<file path="config.mk">
export PLATFORM = sky130hd
export DESIGN_NAME = lcd_static_drv
export DESIGN_NICKNAME = d
export VERILOG_FILES = /design/src/rtl/lcd_pkg.sv /design/src/rtl/lcd_seg7_dec.sv /design/src/rtl/lcd_static_drv.sv
export SDC_FILE = /design/constraint.sdc
export NUM_CORES = 1
export LEC_CHECK = 0
export BUFFER_PORTS_ARGS = -buffer_cell sky130_fd_sc_hd__buf_2
export CAP_MARGIN = 20
export CELL_PAD_IN_SITES_DETAIL_PLACEMENT = 1
export CELL_PAD_IN_SITES_GLOBAL_PLACEMENT = 2
export CORE_MARGIN = 2
export CORE_UTILIZATION = 41
export DETAILED_ROUTE_END_ITERATION = 10
export PLACE_DENSITY = 0.85
export SYNTH_ARGS = -nofsm -noshare
export SYNTH_HDL_FRONTEND = slang
export SYNTH_SLANG_ARGS = --single-unit
</file>
<file path="constraint.sdc">
create_clock -name clk -period 5.1 [get_ports clk]
set_input_delay 0.765 -clock clk [delete_from_list [all_inputs] [get_ports clk]]
set_output_delay 0.765 -clock clk [all_outputs]
set_load 0.1 [all_outputs]
</file>
<file path="src/rtl/lcd_pkg.sv">
// Shared constants for the static LCD driver: 7-segment glyphs, the blank
// digit code and the segment bit positions (a=0 .. g=6).
package lcd_pkg;

  localparam int SEG_A = 0;
  localparam int SEG_B = 1;
  localparam int SEG_C = 2;
  localparam int SEG_D = 3;
  localparam int SEG_E = 4;
  localparam int SEG_F = 5;
  localparam int SEG_G = 6;

  localparam logic [3:0] BLANK_CODE = 4'hF;

  // Glyphs are bit-per-segment masks, bit index given by SEG_A..SEG_G
  localparam logic [6:0] GLYPH_0     = 7'h3F;
  localparam logic [6:0] GLYPH_1     = 7'h06;
  localparam logic [6:0] GLYPH_2     = 7'h5B;
  localparam logic [6:0] GLYPH_3     = 7'h4F;
  localparam logic [6:0] GLYPH_4     = 7'h66;
  localparam logic [6:0] GLYPH_5     = 7'h6D;
  localparam logic [6:0] GLYPH_6     = 7'h7D;
  localparam logic [6:0] GLYPH_7     = 7'h07;
  localparam logic [6:0] GLYPH_8     = 7'h7F;
  localparam logic [6:0] GLYPH_9     = 7'h6F;
  localparam logic [6:0] GLYPH_E     = 7'h79;
  localparam logic [6:0] GLYPH_BLANK = 7'h00;

  // True when a digit code shows nothing worth keeping ahead of lower digits
  function automatic logic is_empty_code(input logic [3:0] code);
    return (code == 4'h0) || (code == BLANK_CODE);
  endfunction

endpackage

</file>
<file path="src/rtl/lcd_seg7_dec.sv">
// Combinational digit-code to 7-segment glyph decoder.
// Codes 0xA-0xE show "E"; code 0xF shows nothing.
module lcd_seg7_dec
  import lcd_pkg::*;
(
  input  logic [3:0] code,
  output logic [6:0] glyph
);

  // Code to glyph lookup
  always_comb begin
    glyph = GLYPH_BLANK;
    case (code)
      4'h0: glyph = GLYPH_0;
      4'h1: glyph = GLYPH_1;
      4'h2: glyph = GLYPH_2;
      4'h3: glyph = GLYPH_3;
      4'h4: glyph = GLYPH_4;
      4'h5: glyph = GLYPH_5;
      4'h6: glyph = GLYPH_6;
      4'h7: glyph = GLYPH_7;
      4'h8: glyph = GLYPH_8;
      4'h9: glyph = GLYPH_9;
      4'hA, 4'hB, 4'hC, 4'hD, 4'hE: glyph = GLYPH_E;
      default: glyph = GLYPH_BLANK;
    endcase
  end

endmodule

</file>
<file path="src/rtl/lcd_static_drv.sv">
// Static (1:1 mux) 4-digit LCD driver: square-wave common, XOR-driven
// segments, single-entry pending buffer, leading-zero blanking and blinking.
module lcd_static_drv
  import lcd_pkg::*;
#(
  parameter int CLK_DIV   = 16,
  parameter int BLINK_PER = 64
) (
  input  logic        clk,
  input  logic        rst,
  input  logic [15:0] bcd_in,
  input  logic        load,
  input  logic        blank_lz,
  input  logic        blink_en,
  output logic        ready,
  output logic        lcdcom,
  output logic [27:0] lcdseg
);

  localparam int DW = $clog2(CLK_DIV);
  localparam int BW = (BLINK_PER > 1) ? $clog2(BLINK_PER) : 1;
  localparam logic [DW-1:0] DIV_LAST   = DW'(CLK_DIV - 1);
  localparam logic [BW-1:0] BLINK_LAST = BW'(BLINK_PER - 1);

  logic [DW-1:0] div_r;
  logic [BW-1:0] blink_cnt_r;
  logic          blink_off_r;
  logic [15:0]   pend_r;
  logic          pend_full_r;
  logic [15:0]   disp_r;

  logic          tick_s;
  logic          capture_s;
  logic          transfer_s;
  logic          com_next_s;
  logic [DW-1:0] div_next_s;
  logic [15:0]   disp_next_s;
  logic          pend_full_next_s;
  logic [BW-1:0] blink_cnt_next_s;
  logic          blink_off_next_s;
  logic [3:0]    code_s  [4];
  logic [6:0]    glyph_s [4];
  logic [27:0]   lit_s;

  // Next-state logic; outputs are derived from next state so lcdcom and
  // the segment pins always change on the same edge.
  always_comb begin
    tick_s     = (div_r == DIV_LAST);
    capture_s  = load & ready;
    // pend_full_r is the registered flag, so a load accepted in a toggle
    // cycle waits for the following toggle.
    transfer_s = tick_s & pend_full_r;
    div_next_s  = tick_s ? {DW{1'b0}} : div_r + DW'(1);
    com_next_s  = tick_s ? ~lcdcom : lcdcom;
    disp_next_s = transfer_s ? pend_r : disp_r;

    if (capture_s) begin
      pend_full_next_s = 1'b1;
    end else if (transfer_s) begin
      pend_full_next_s = 1'b0;
    end else begin
      pend_full_next_s = pend_full_r;
    end

    blink_cnt_next_s = blink_cnt_r;
    blink_off_next_s = blink_off_r;
    if (!blink_en) begin
      blink_cnt_next_s = {BW{1'b0}};
      blink_off_next_s = 1'b0;
    end else if (tick_s) begin
      if (blink_cnt_r == BLINK_LAST) begin
        blink_cnt_next_s = {BW{1'b0}};
        blink_off_next_s = ~blink_off_r;
      end else begin
        blink_cnt_next_s = blink_cnt_r + BW'(1);
      end
    end else begin
      blink_cnt_next_s = blink_cnt_r;
    end
  end

  // Leading-zero blanking looks at the raw codes of all higher digits
  always_comb begin
    code_s[0] = disp_next_s[3:0];
    code_s[1] = disp_next_s[7:4];
    code_s[2] = disp_next_s[11:8];
    code_s[3] = disp_next_s[15:12];
    if (blank_lz) begin
      if (disp_next_s[15:12] == 4'h0) begin
        code_s[3] = BLANK_CODE;
      end else begin
        code_s[3] = disp_next_s[15:12];
      end
      if ((disp_next_s[11:8] == 4'h0) && is_empty_code(disp_next_s[15:12])) begin
        code_s[2] = BLANK_CODE;
      end else begin
        code_s[2] = disp_next_s[11:8];
      end
      if ((disp_next_s[7:4] == 4'h0) && is_empty_code(disp_next_s[15:12])
          && is_empty_code(disp_next_s[11:8])) begin
        code_s[1] = BLANK_CODE;
      end else begin
        code_s[1] = disp_next_s[7:4];
      end
    end else begin
      code_s[3] = disp_next_s[15:12];
    end
  end

  for (genvar i = 0; i < 4; i++) begin : g_dec
    lcd_seg7_dec u_dec (
      .code  (code_s[i]),
      .glyph (glyph_s[i])
    );
  end

  // Off phase of blinking forces every segment unlit
  always_comb begin
    if (blink_off_next_s) begin
      lit_s = 28'h0000000;
    end else begin
      lit_s = {glyph_s[3], glyph_s[2], glyph_s[1], glyph_s[0]};
    end
  end

  // State and output registers
  always_ff @(posedge clk or posedge rst) begin
    if (rst) begin
      div_r       <= {DW{1'b0}};
      blink_cnt_r <= {BW{1'b0}};
      blink_off_r <= 1'b0;
      pend_r      <= 16'h0000;
      pend_full_r <= 1'b0;
      disp_r      <= 16'hFFFF;
      ready       <= 1'b0;
      lcdcom      <= 1'b0;
      lcdseg      <= 28'h0000000;
    end else begin
      div_r       <= div_next_s;
      blink_cnt_r <= blink_cnt_next_s;
      blink_off_r <= blink_off_next_s;
      if (capture_s) begin
        pend_r <= bcd_in;
      end else begin
        pend_r <= pend_r;
      end
      pend_full_r <= pend_full_next_s;
      disp_r      <= disp_next_s;
      ready       <= ~pend_full_next_s;
      lcdcom      <= com_next_s;
      // Lit segment is driven opposite to common, unlit follows it
      lcdseg      <= {28{com_next_s}} ^ lit_s;
    end
  end

endmodule

</file>
==> impl_metrics.py, run 1 <==
metrics = {
    "final_layout": {
        "antenna_cells": 0,
        "final_common_cell": "dfrtp_1",
        "layout.nets": 459,
        "final.fill_count": 1027,
        "final_cell_area_mm2": 0.00457,
        "final_layout_size_suffix_gt1_share_pct": 31.0,
        "syn_to_final_growth_pct": 15.2,
        "layout_common_cells": "58 x dfrtp_1, 50 x buf_2, 36 x nand2_1, 30 x xnor2_1",
        "fin_cells": 552,
    },
    "routing": {
        "first_pass_iters": 4,
        "ant_nets": 0,
        "viasPerCell": 5.21,
        "vias": 2878,
        "drc": 0,
        "totalWireLength_um": 8910,
        "drt-initial-drc-count": 96,
        "post_drt_wl_per_cell_um": 16.1,
    },
    "worst_setup_path": {
        "crit_arrival_ps": 3850,
        "slowest_stage": "nand4_1",
        "required_ps": 5330,
        "cp_cell_sequence": "ha_1 > nand4_1 > buf_4 > a31o_4 > a21oi_1 > inv_1 > ha_1 > and2_1 > a31o_2 > nor4_1 > nor4_1",
        "worst_path_largest_cell_delay_ps": 660,
        "crit_family": "simple AND/OR/NAND/NOR gates",
        "setup.worst_path.start_class": "flip-flop",
        "cp_max_fo": 10,
        "path_buf_inv": 2,
        "worstSetupPathType": "reg -> reg",
        "end_kind": "flip-flop",
    },
    "cts": {
        "postCtsResizedCells": 0,
        "htreeDepth": 3,
        "post_cts_buffers": 0,
        "cts_tree": "yes",
        "cts.hold.buffers_added": 0,
        "cts_buffer_depth": 2,
        "cts_buffers": 9,
        "clk_latency_ps": 350,
        "clkSinkCount": 74,
        "path_clk_slew_ps": 90,
        "cts_root_buf": "clkbuf_8",
    },
    "yosys": {
        "synthFlopType": "dfrtp_1",
        "synthCells": 360,
        "ys_seq_area_share_pct": 47.1,
        "ys_ff_latch": 74,
        "syn_area_mm2": 0.00397,
        "yosys_warnings": 0,
        "synth-async-reset-ratio_pct": 100,
        "syn_nets": 401,
        "synth_area_per_cell_um2": 11.0,
        "yosysUniqueCellTypes": 51,
        "synth-edff-count": 0,
    },
    "power": {
        "seq_power_share_pct": 29.8,
        "swShare_pct": 51.5,
        "pwr_density_cell_mw_per_mm2": 683,
        "pwr-share-clk_pct": 15.7,
        "vdd_drop_max_v": 0.000530,
        "power_mw": 3.12,
        "p_sw_mw": 1.61,
        "p_comb_share_pct": 54.5,
        "leakage_nw": 2.14,
        "p_int_mw": 1.51,
    },
    "run_status": {
        "outcome": "completed",
    },
    "global_routing": {
        "grt_first_pass_wirelength_um": 15200,
        "track_usage_pct": 19.1,
        "grt_pass1_vias": 3017,
        "grt_overflow": 0,
        "antenna_found_initial": 0,
        "grt_max_degree": 42,
    },
    "floorplanning": {
        "die_y_um": 102,
        "die_width_um": 102,
        "row_count": 35,
        "dieArea_mm2": 0.0105,
        "coreArea_mm2": 0.00933,
        "ios": 51,
        "start_util_pct": 42.6,
    },
    "place": {
        "placed_area_mm2": 0.00436,
        "gp_congestion": 0.848,
        "port_buffers": 50,
        "dpl_worst_slack_ps": 1530,
        "placed_cells": 536,
        "hpwl_um": 6470,
    },
    "sta": {
        "skew_ps": 12.5,
        "tns_ps": 0,
        "min_period_ps": 3620,
        "max-slew-margin-rel_pct": 46.5,
        "tightest_slew_ps": 800,
        "max_freq_ghz": 0.276,
        "fin_ws_ps": 1480,
        "setup_viol": 0,
        "grt_setup_unrepaired": "false",
        "post-route-period-util_pct": 71.0,
        "slew_viol_final": 0,
        "hold_viol_final": 0,
    },
    "worst_hold_path": {
        "hp-class": "in -> async",
    },
    "run": {
        "maxCapViolations": 0,
    },
}
==> routing by layer <==
metal | vias to the layer above | global-route usage [%] | wire length (um) | part of all wire, %
met5 | - | 0 | 0 | 0
met4 | 0 | 7.28 | 111 | 1.2
met3 | 8 | 3.21 | 179 | 2.0
met2 | 37 | 31.1 | 4390 | 49
met1 | 1454 | 25.4 | 4230 | 47
li1 | 1379 | - | - | -
==> kinds of logic after synthesis <==
family,synth area share [%]
fa+ha+maj,6.30
xor+xnor,7.25
flops,47.1
compound gates,11.9
mux,12.1
simple gates,11.4
buf+inv,3.97
==> metrics by stage <==
step | utilization (%) | hold WS (ps)
after floorplan | - | 455
after CTS | 49.0 | 503
after global placement | 46.8 | 465
final | 49.0 | 505
after detailed placement | 46.8 | 491
after global routing | 49.0 | 535
==> worst paths after layout <==
path,cells past startpoint,end,slack (ps),start
max in group asynchronous,3,disp_r[0]$_DFF_PP1_,3580,rst
min,2,blink_cnt_r[4]$_DFFE_PP0P_,510,rst
min reg2reg,1,div_r[0]$_DFF_PP0_,510,div_r[0]$_DFF_PP0_
min in group clk,1,div_r[0]$_DFF_PP0_,510,div_r[0]$_DFF_PP0_
max reg2reg,11,lcdseg[11]$_DFF_PP0_,1480,div_r[0]$_DFF_PP0_
max,11,lcdseg[11]$_DFF_PP0_,1480,div_r[0]$_DFF_PP0_
==> final cells by class <==
type / instances / area [um2] / share of cell area [%]
repair buffers: 55 / 288 / 6.29
multi-input cells: 251 / 1940 / 42.5
clock buffers: 10 / 138 / 3.01
clock inverters: 6 / 72.6 / 1.59
inverters: 27 / 101 / 2.22
well taps: 129 / 161 / 3.53
flip-flops and latches: 74 / 1870 / 40.9
==> synth_stat cells, types with 3 or more instances <==
master     number  area (um2)
buf_2           3        15.0
mux2i_1        14         140
inv_1          21        78.8
ha_1           20         250
o211ai_1        6        45.0
nand3_1        11        55.1
buf_6           3        33.8
nand2_1        36         135
nand4_1         4        25.0
or4_1           3        22.5
a31oi_1         9        56.3
dfrtp_1        58        1450
o2111ai_1       3        26.3
mux2_2         19         214
inv_2           6        22.5
and3_1          3        18.8
o21ai_0        13        65.1
mux2i_4         3        67.6
xnor2_1        30         263
nor2_1         15        56.3
dfstp_2        16         420
and2_1          5        31.3
nor3_1          4        20.0
a21oi_1        14        70.1
nor4_1          3        18.8
a211oi_2        3        37.5
==> state kept, by name, summed over array words and instances, names as in the netlist <==
register / count
lcdcom: 1
lcdseg: 28
blink_cnt_r: 6
ready: 1
pend_r: 16
disp_r: 16
div_r: 4
blink_off_r: 1
pend_full_r: 1
==> power groups by stage <==
stage / Combinational (mW) / Sequential [mW] / Clock, mW
floorplan: 0.712 / 1.62 / 0
global placement: 1.68 / 0.935 / 0
detailed placement: 1.71 / 0.943 / 0
CTS: 1.71 / 0.936 / 0.503
global route: 1.84 / 0.960 / 0.527
finish: 1.70 / 0.932 / 0.489
==> worst register-to-register path, stage by stage, from the launching register on <==
cell	delay [ps]
dfrtp_1	400
ha_1	260
nand4_1	660
buf_4	460
a31o_4	260
a21oi_1	310
inv_1	80
ha_1	240
and2_1	170
a31o_2	240
nor4_1	320
nor4_1	100
Note: power is estimated with default switching activity, not from simulation.
==> inputs of run 2 (changes only) <==
CORE_UTILIZATION = 34   (was 41)
PLACE_DENSITY = 0.75   (was 0.85)
clock period = 3.3 ns   (was 5.1 ns; I/O delays follow)
==> run 2 against run 1 <==
Sequential cell count did not move. Maximum frequency rose by 23%. Clock power rose by 100%. Sequential power grew 56%. Global-route usage decreased by 3.1 points. Power rose by 63%. Cell count grew 3.8%. Register-to-register slack worse by 1100 ps. Via count is 0.73% higher.
==> impl_metrics.py, run 2 (same netlist as run 1, synthesis figures left out) <==
metrics = {
    "run_status": {
        "outcome": "completed",
    },
    "final_layout": {
        "final_common_cell": "dfrtp_1",
        "layout_common_cells": "58 x dfrtp_1, 50 x buf_2, 36 x nand2_1, 30 x xnor2_1",
        "max_flop_register": "lcdseg",
        "final_layout_size_suffix_gt1_share_pct": 31.9,
        "fin_cells": 573,
        "antenna_cells": 0,
        "reg.largest.list": "lcdseg x28, disp_r x16, pend_r x16",
        "final_cell_area_mm2": 0.00473,
        "layout.nets": 466,
        "largest_register_ffs": 28,
        "syn_to_final_growth_pct": 19.1,
    },
    "cts": {
        "path_clk_slew_ps": 60,
        "clkSinkCount": 74,
        "cts.hold.buffers_added": 0,
        "cts_tree": "yes",
        "postCtsResizedCells": 0,
        "clk_latency_ps": 340,
        "htreeDepth": 3,
        "cts_buffer_depth": 2,
        "cts_buffers": 9,
        "post_cts_buffers": 0,
        "cts_root_buf": "clkbuf_16",
    },
    "worst_setup_path": {
        "end_kind": "flip-flop",
        "worstSetupPathType": "reg -> reg",
        "slowest_stage": "dfrtp_1",
        "worst_path_largest_cell_delay_ps": 400,
        "cp_cell_sequence": "ha_1 > nand4_1 > buf_4 > a211oi_2 > a31o_4 > a21oi_1 > inv_1 > ha_1 > and2_1 > a31o_2 > nor4_1 > nor4_1",
        "setup.worst_path.start_class": "flip-flop",
        "required_ps": 3510,
        "cp_max_fo": 6,
        "crit_arrival_ps": 3150,
    },
    "floorplanning": {
        "coreArea_mm2": 0.0114,
        "start_util_pct": 34.8,
        "die_width_um": 112,
        "ios": 51,
        "dieArea_mm2": 0.0126,
        "row_count": 39,
        "die_y_um": 112,
    },
    "worst_hold_path": {
        "hp-class": "in -> async",
    },
    "sta": {
        "min_period_ps": 2940,
        "tightest_slew_ps": 861,
        "post-route-period-util_pct": 89.2,
        "max_freq_ghz": 0.340,
        "tns_ps": 0,
        "hold_ws_ps": 333,
        "slew_viol_final": 0,
        "setup_viol": 0,
        "hold_viol_final": 0,
        "max-slew-margin-rel_pct": 42.5,
        "skew_ps": 7.82,
        "grt_setup_unrepaired": "false",
    },
    "global_routing": {
        "grt_pass1_vias": 3151,
        "grt_overflow": 0,
        "grt_max_degree": 41,
        "grt_first_pass_wirelength_um": 15800,
        "track_usage_pct": 15.9,
        "antenna_found_initial": 0,
    },
    "run": {
        "maxCapViolations": 0,
    },
    "routing": {
        "route.met3.wl_um": 373,
        "post_drt_wl_per_cell_um": 16.4,
        "drt-initial-drc-count": 73,
        "ant_nets": 0,
        "drt-met1-wl_um": 4500,
        "drc": 0,
        "vias": 2899,
        "totalWireLength_um": 9380,
        "viasPerCell": 5.06,
        "topRoutingLayerUsed": "met4",
        "wl_met2_um": 4350,
        "first_pass_iters": 4,
    },
    "power": {
        "vdd_drop_max_v": 0.000625,
        "pwr_density_cell_mw_per_mm2": 1070,
        "power_mw": 5.08,
        "leakage_nw": 2.21,
    },
    "place": {
        "gp_congestion": 0.801,
        "placed_cells": 557,
        "hpwl_um": 6890,
        "port_buffers": 50,
        "placed_area_mm2": 0.00443,
    },
}
==> run 2: final cells by class <==
cell class	count	area, um2
clock buffer	10	229
clock inverter	6	67.6
fill	1306	6690
inverter	27	101
multi-input combinational	251	1940
sequential	74	1870
tap	143	179
timing repair buffer	62	340
==> run 2: path summary, 6_finish.rpt <==
kind                       slack [ps]               endpoint               start  cells after the start
max in group asynchronous        2120    disp_r[1]$_DFF_PP1_                 rst                      3
max                               360   lcdseg[11]$_DFF_PP0_  div_r[0]$_DFF_PP0_                     12
min                               330   lcdseg[16]$_DFF_PP0_                 rst                      2
min reg2reg                       490     div_r[0]$_DFF_PP0_  div_r[0]$_DFF_PP0_                      1
min in group clk                  390  pend_r[1]$_DFFE_PP0P_           bcd_in[1]                      2
max reg2reg                       360   lcdseg[11]$_DFF_PP0_  div_r[0]$_DFF_PP0_                     12
==> run 2: where the power goes <==
| part | switching (mW) | internal (mW) |
|---|---|---|
| Combinational | 1.95 | 0.699 |
| Clock | 0.395 | 0.587 |
| Sequential | 0.176 | 1.27 |
| Total | 2.52 | 2.56 |
==> run 2: critical path, delay by kind of cell (launching register included) <==
| family | cells | cell delay [ps] |
|---|---|---|
| compound gates | 4 | 840 |
| fa+ha+maj | 2 | 510 |
| buf+inv | 2 | 290 |
| flops | 1 | 400 |
| simple gates | 4 | 770 |
==> run 2: stage by stage <==
step / utilization (%) / setup WS, ps
floorplan: - / 467
global placement: 38.8 / 509
detailed placement: 38.8 / 368
CTS: 41.4 / 345
global route: 41.4 / 110
finish: 41.4 / 357
==> run 2: per-layer routing <==
layer / GRT usage [%] / vias to the layer above
li1: - / 1396
met3: 3.78 / 14
met2: 25.9 / 45
met1: 21.3 / 1444
met5: 0 / -
met4: 5.20 / 0
==> inputs of run 3 (changes only) <==
==> constraint.sdc (replaced) <==
create_clock -name clk -period 3.3 [get_ports clk]
set_input_delay 0.66 -clock clk [delete_from_list [all_inputs] [get_ports clk]]
set_output_delay 0.66 -clock clk [all_outputs]
set_load 0.1 [all_outputs]
==> run 3 against run 2 <==
Clock power up 5%. Register-to-register slack worse by 60 ps. Die area unchanged. Worst hold slack better by 55 ps. Sequential power about the same. Design area up 0.69%. Clock skew down 1.2 ps. Critical path type unchanged. Largest power group unchanged.
==> impl_metrics.py, run 3 (same netlist as run 1, synthesis figures left out) <==
metrics = {
    "sta": {
        "tns_ps": 0,
        "slew_viol_final": 0,
        "max-slew-margin-rel_pct": 51.6,
        "hold_viol_final": 0,
        "setup_viol": 0,
        "hold_ws_ps": 388,
        "post-route-period-util_pct": 91.1,
        "skew_ps": 6.58,
        "min_period_ps": 3010,
        "tightest_slew_ps": 724,
        "max_freq_ghz": 0.333,
    },
    "global_routing": {
        "top_usage_layer": "met2",
        "grt_max_degree": 29,
        "track_usage_pct": 15.6,
        "grt_overflow": 0,
        "antenna_found_initial": 0,
        "grt_first_pass_wirelength_um": 15300,
        "grt_use_met3_pct": 3.29,
        "use_met1_pct": 21.3,
        "use_met2_pct": 23.7,
        "grt_pass1_vias": 2976,
    },
    "routing": {
        "viasPerCell": 4.97,
        "drt-initial-drc-count": 57,
        "vias": 2849,
        "post_drt_wl_per_cell_um": 15.9,
        "first_pass_iters": 4,
        "totalWireLength_um": 9100,
        "ant_nets": 0,
        "drc": 0,
    },
    "final_layout": {
        "max_flop_register": "lcdseg",
        "largest_register_ffs": 28,
        "final_common_cell": "dfrtp_1",
        "final.fill_count": 1324,
        "fin_util_pct": 41.7,
        "layout.nets": 466,
        "layout_common_cells": "58 x dfrtp_1, 50 x buf_2, 36 x nand2_1, 30 x xnor2_1",
        "reg.largest.list": "lcdseg x28, disp_r x16, pend_r x16",
        "syn_to_final_growth_pct": 19.9,
        "final_cell_area_mm2": 0.00476,
        "final_layout_size_suffix_gt1_share_pct": 31.9,
        "antenna_cells": 0,
    },
    "worst_setup_path": {
        "cp_cell_sequence": "ha_1 > nand4_1 > buf_4 > buf_12 > a211oi_2 > a31o_4 > a21oi_1 > inv_1 > ha_1 > and2_1 > a31o_2 > nor4_1 > nor4_1",
        "worst_path_largest_cell_delay_ps": 410,
        "worstSetupStartpoint": "div_r[0]$_DFF_PP0_",
        "worstSetupPathType": "reg -> reg",
        "crit_arrival_ps": 3220,
        "setup.worst_path.start_class": "flip-flop",
        "r2r_slack_ps": 290,
        "worst-r2r-cell-count": 13,
        "r2r-end": "lcdseg[11]$_DFF_PP0_",
        "slowest_stage": "dfrtp_1",
        "reg2reg_from": "div_r[0]$_DFF_PP0_",
        "required_ps": 3520,
        "end_kind": "flip-flop",
        "cp_max_fo": 13,
    },
    "run_status": {
        "outcome": "completed",
    },
    "place": {
        "placed_area_mm2": 0.00443,
        "port_buffers": 50,
        "hpwl_um": 6770,
        "gp_congestion": 0.803,
    },
    "cts": {
        "path_clk_slew_ps": 60,
        "cts_tree": "yes",
        "cts_buffers": 9,
        "cts.hold.buffers_added": 0,
        "htreeDepth": 3,
        "cts_root_buf": "clkbuf_16",
        "cts_buffer_depth": 2,
        "clk_latency_ps": 340,
        "clkSinkCount": 74,
    },
    "worst_hold_path": {
        "hp-class": "in -> async",
    },
    "floorplanning": {
        "row_count": 39,
        "die_y_um": 112,
        "die_width_um": 112,
        "dieArea_mm2": 0.0126,
        "ios": 51,
        "coreArea_mm2": 0.0114,
        "start_util_pct": 34.8,
    },
    "run": {
        "maxCapViolations": 0,
    },
    "power": {
        "leakage_nw": 2.23,
        "vdd_drop_max_v": 0.000994,
        "pwr_density_cell_mw_per_mm2": 1070,
    },
}
[run 3: changes by cell type in the layout (fill, tap and decap cells not counted), sizes merged]
| cell | change |
|---|---|
| clkbuf | +3 |
| clkinv | -2 |
| clkinvlp | -1 |
[run 3: layout make-up]
cell class              instances  area, um2  share of cell area, %
clock buffers                  13        270                   5.67
clock inverters                 3       46.3                  0.972
inverters                      27        101                   2.13
multi-input cells             251       1940                   40.8
flip-flops and latches         74       1870                   39.3
well taps                     143        179                   3.76
repair buffers                 62        353                   7.41
[run 3: repair_timing]
action,CTS,global route
resized for setup,0,0
setup endpoints to repair,0,12
setup buffers,0,2
[run 3: worst max-delay path by stage]
stage	slack (ps)	cells after the start	endpoint
after floorplan	470	14	lcdseg[11]$_DFF_PP0_
after global placement	160	10	lcdseg[11]$_DFF_PP0_
after detailed placement	110	10	lcdseg[11]$_DFF_PP0_
after CTS	100	10	lcdseg[11]$_DFF_PP0_
after global routing	-6	13	lcdseg[11]$_DFF_PP0_
final	290	13	lcdseg[11]$_DFF_PP0_
[run 3: critical path, delay by kind of cell, from the launching register on]
kind | cells | cell delay (ps)
adders and majority gates | 2 | 510
buffers and inverters | 3 | 390
and+or+nand+nor | 4 | 690
DFF | 1 | 410
AOI/OAI and AO/OA | 4 | 870
[run 3: power by group]
group / internal [mW] / total, mW / leakage (nW) / switching, mW
logic: 0.696 / 2.63 / 1.19 / 1.94
registers: 1.27 / 1.44 / 0.886 / 0.171
clock network: 0.649 / 1.03 / 0.152 / 0.377
[run 3: per-layer routing]
layer	vias to the layer above	share of wire (%)
met3	12	3.1
met1	1398	49
li1	1400	-
met5	-	0
met2	39	46
met4	0	2.1
[run 3: through the flow]
| stage | setup slack (ps) | cells | power [mW] |
|---|---|---|---|
| finish | 295 | 573 | 5.10 |
| global route | -5.83 | 573 | 5.42 |
| global placement | 163 | 555 | 4.07 |
| detailed placement | 110 | 555 | 4.11 |
| CTS | 98.3 | 571 | 5.17 |
| floorplan | 467 | 360 | 3.61 |
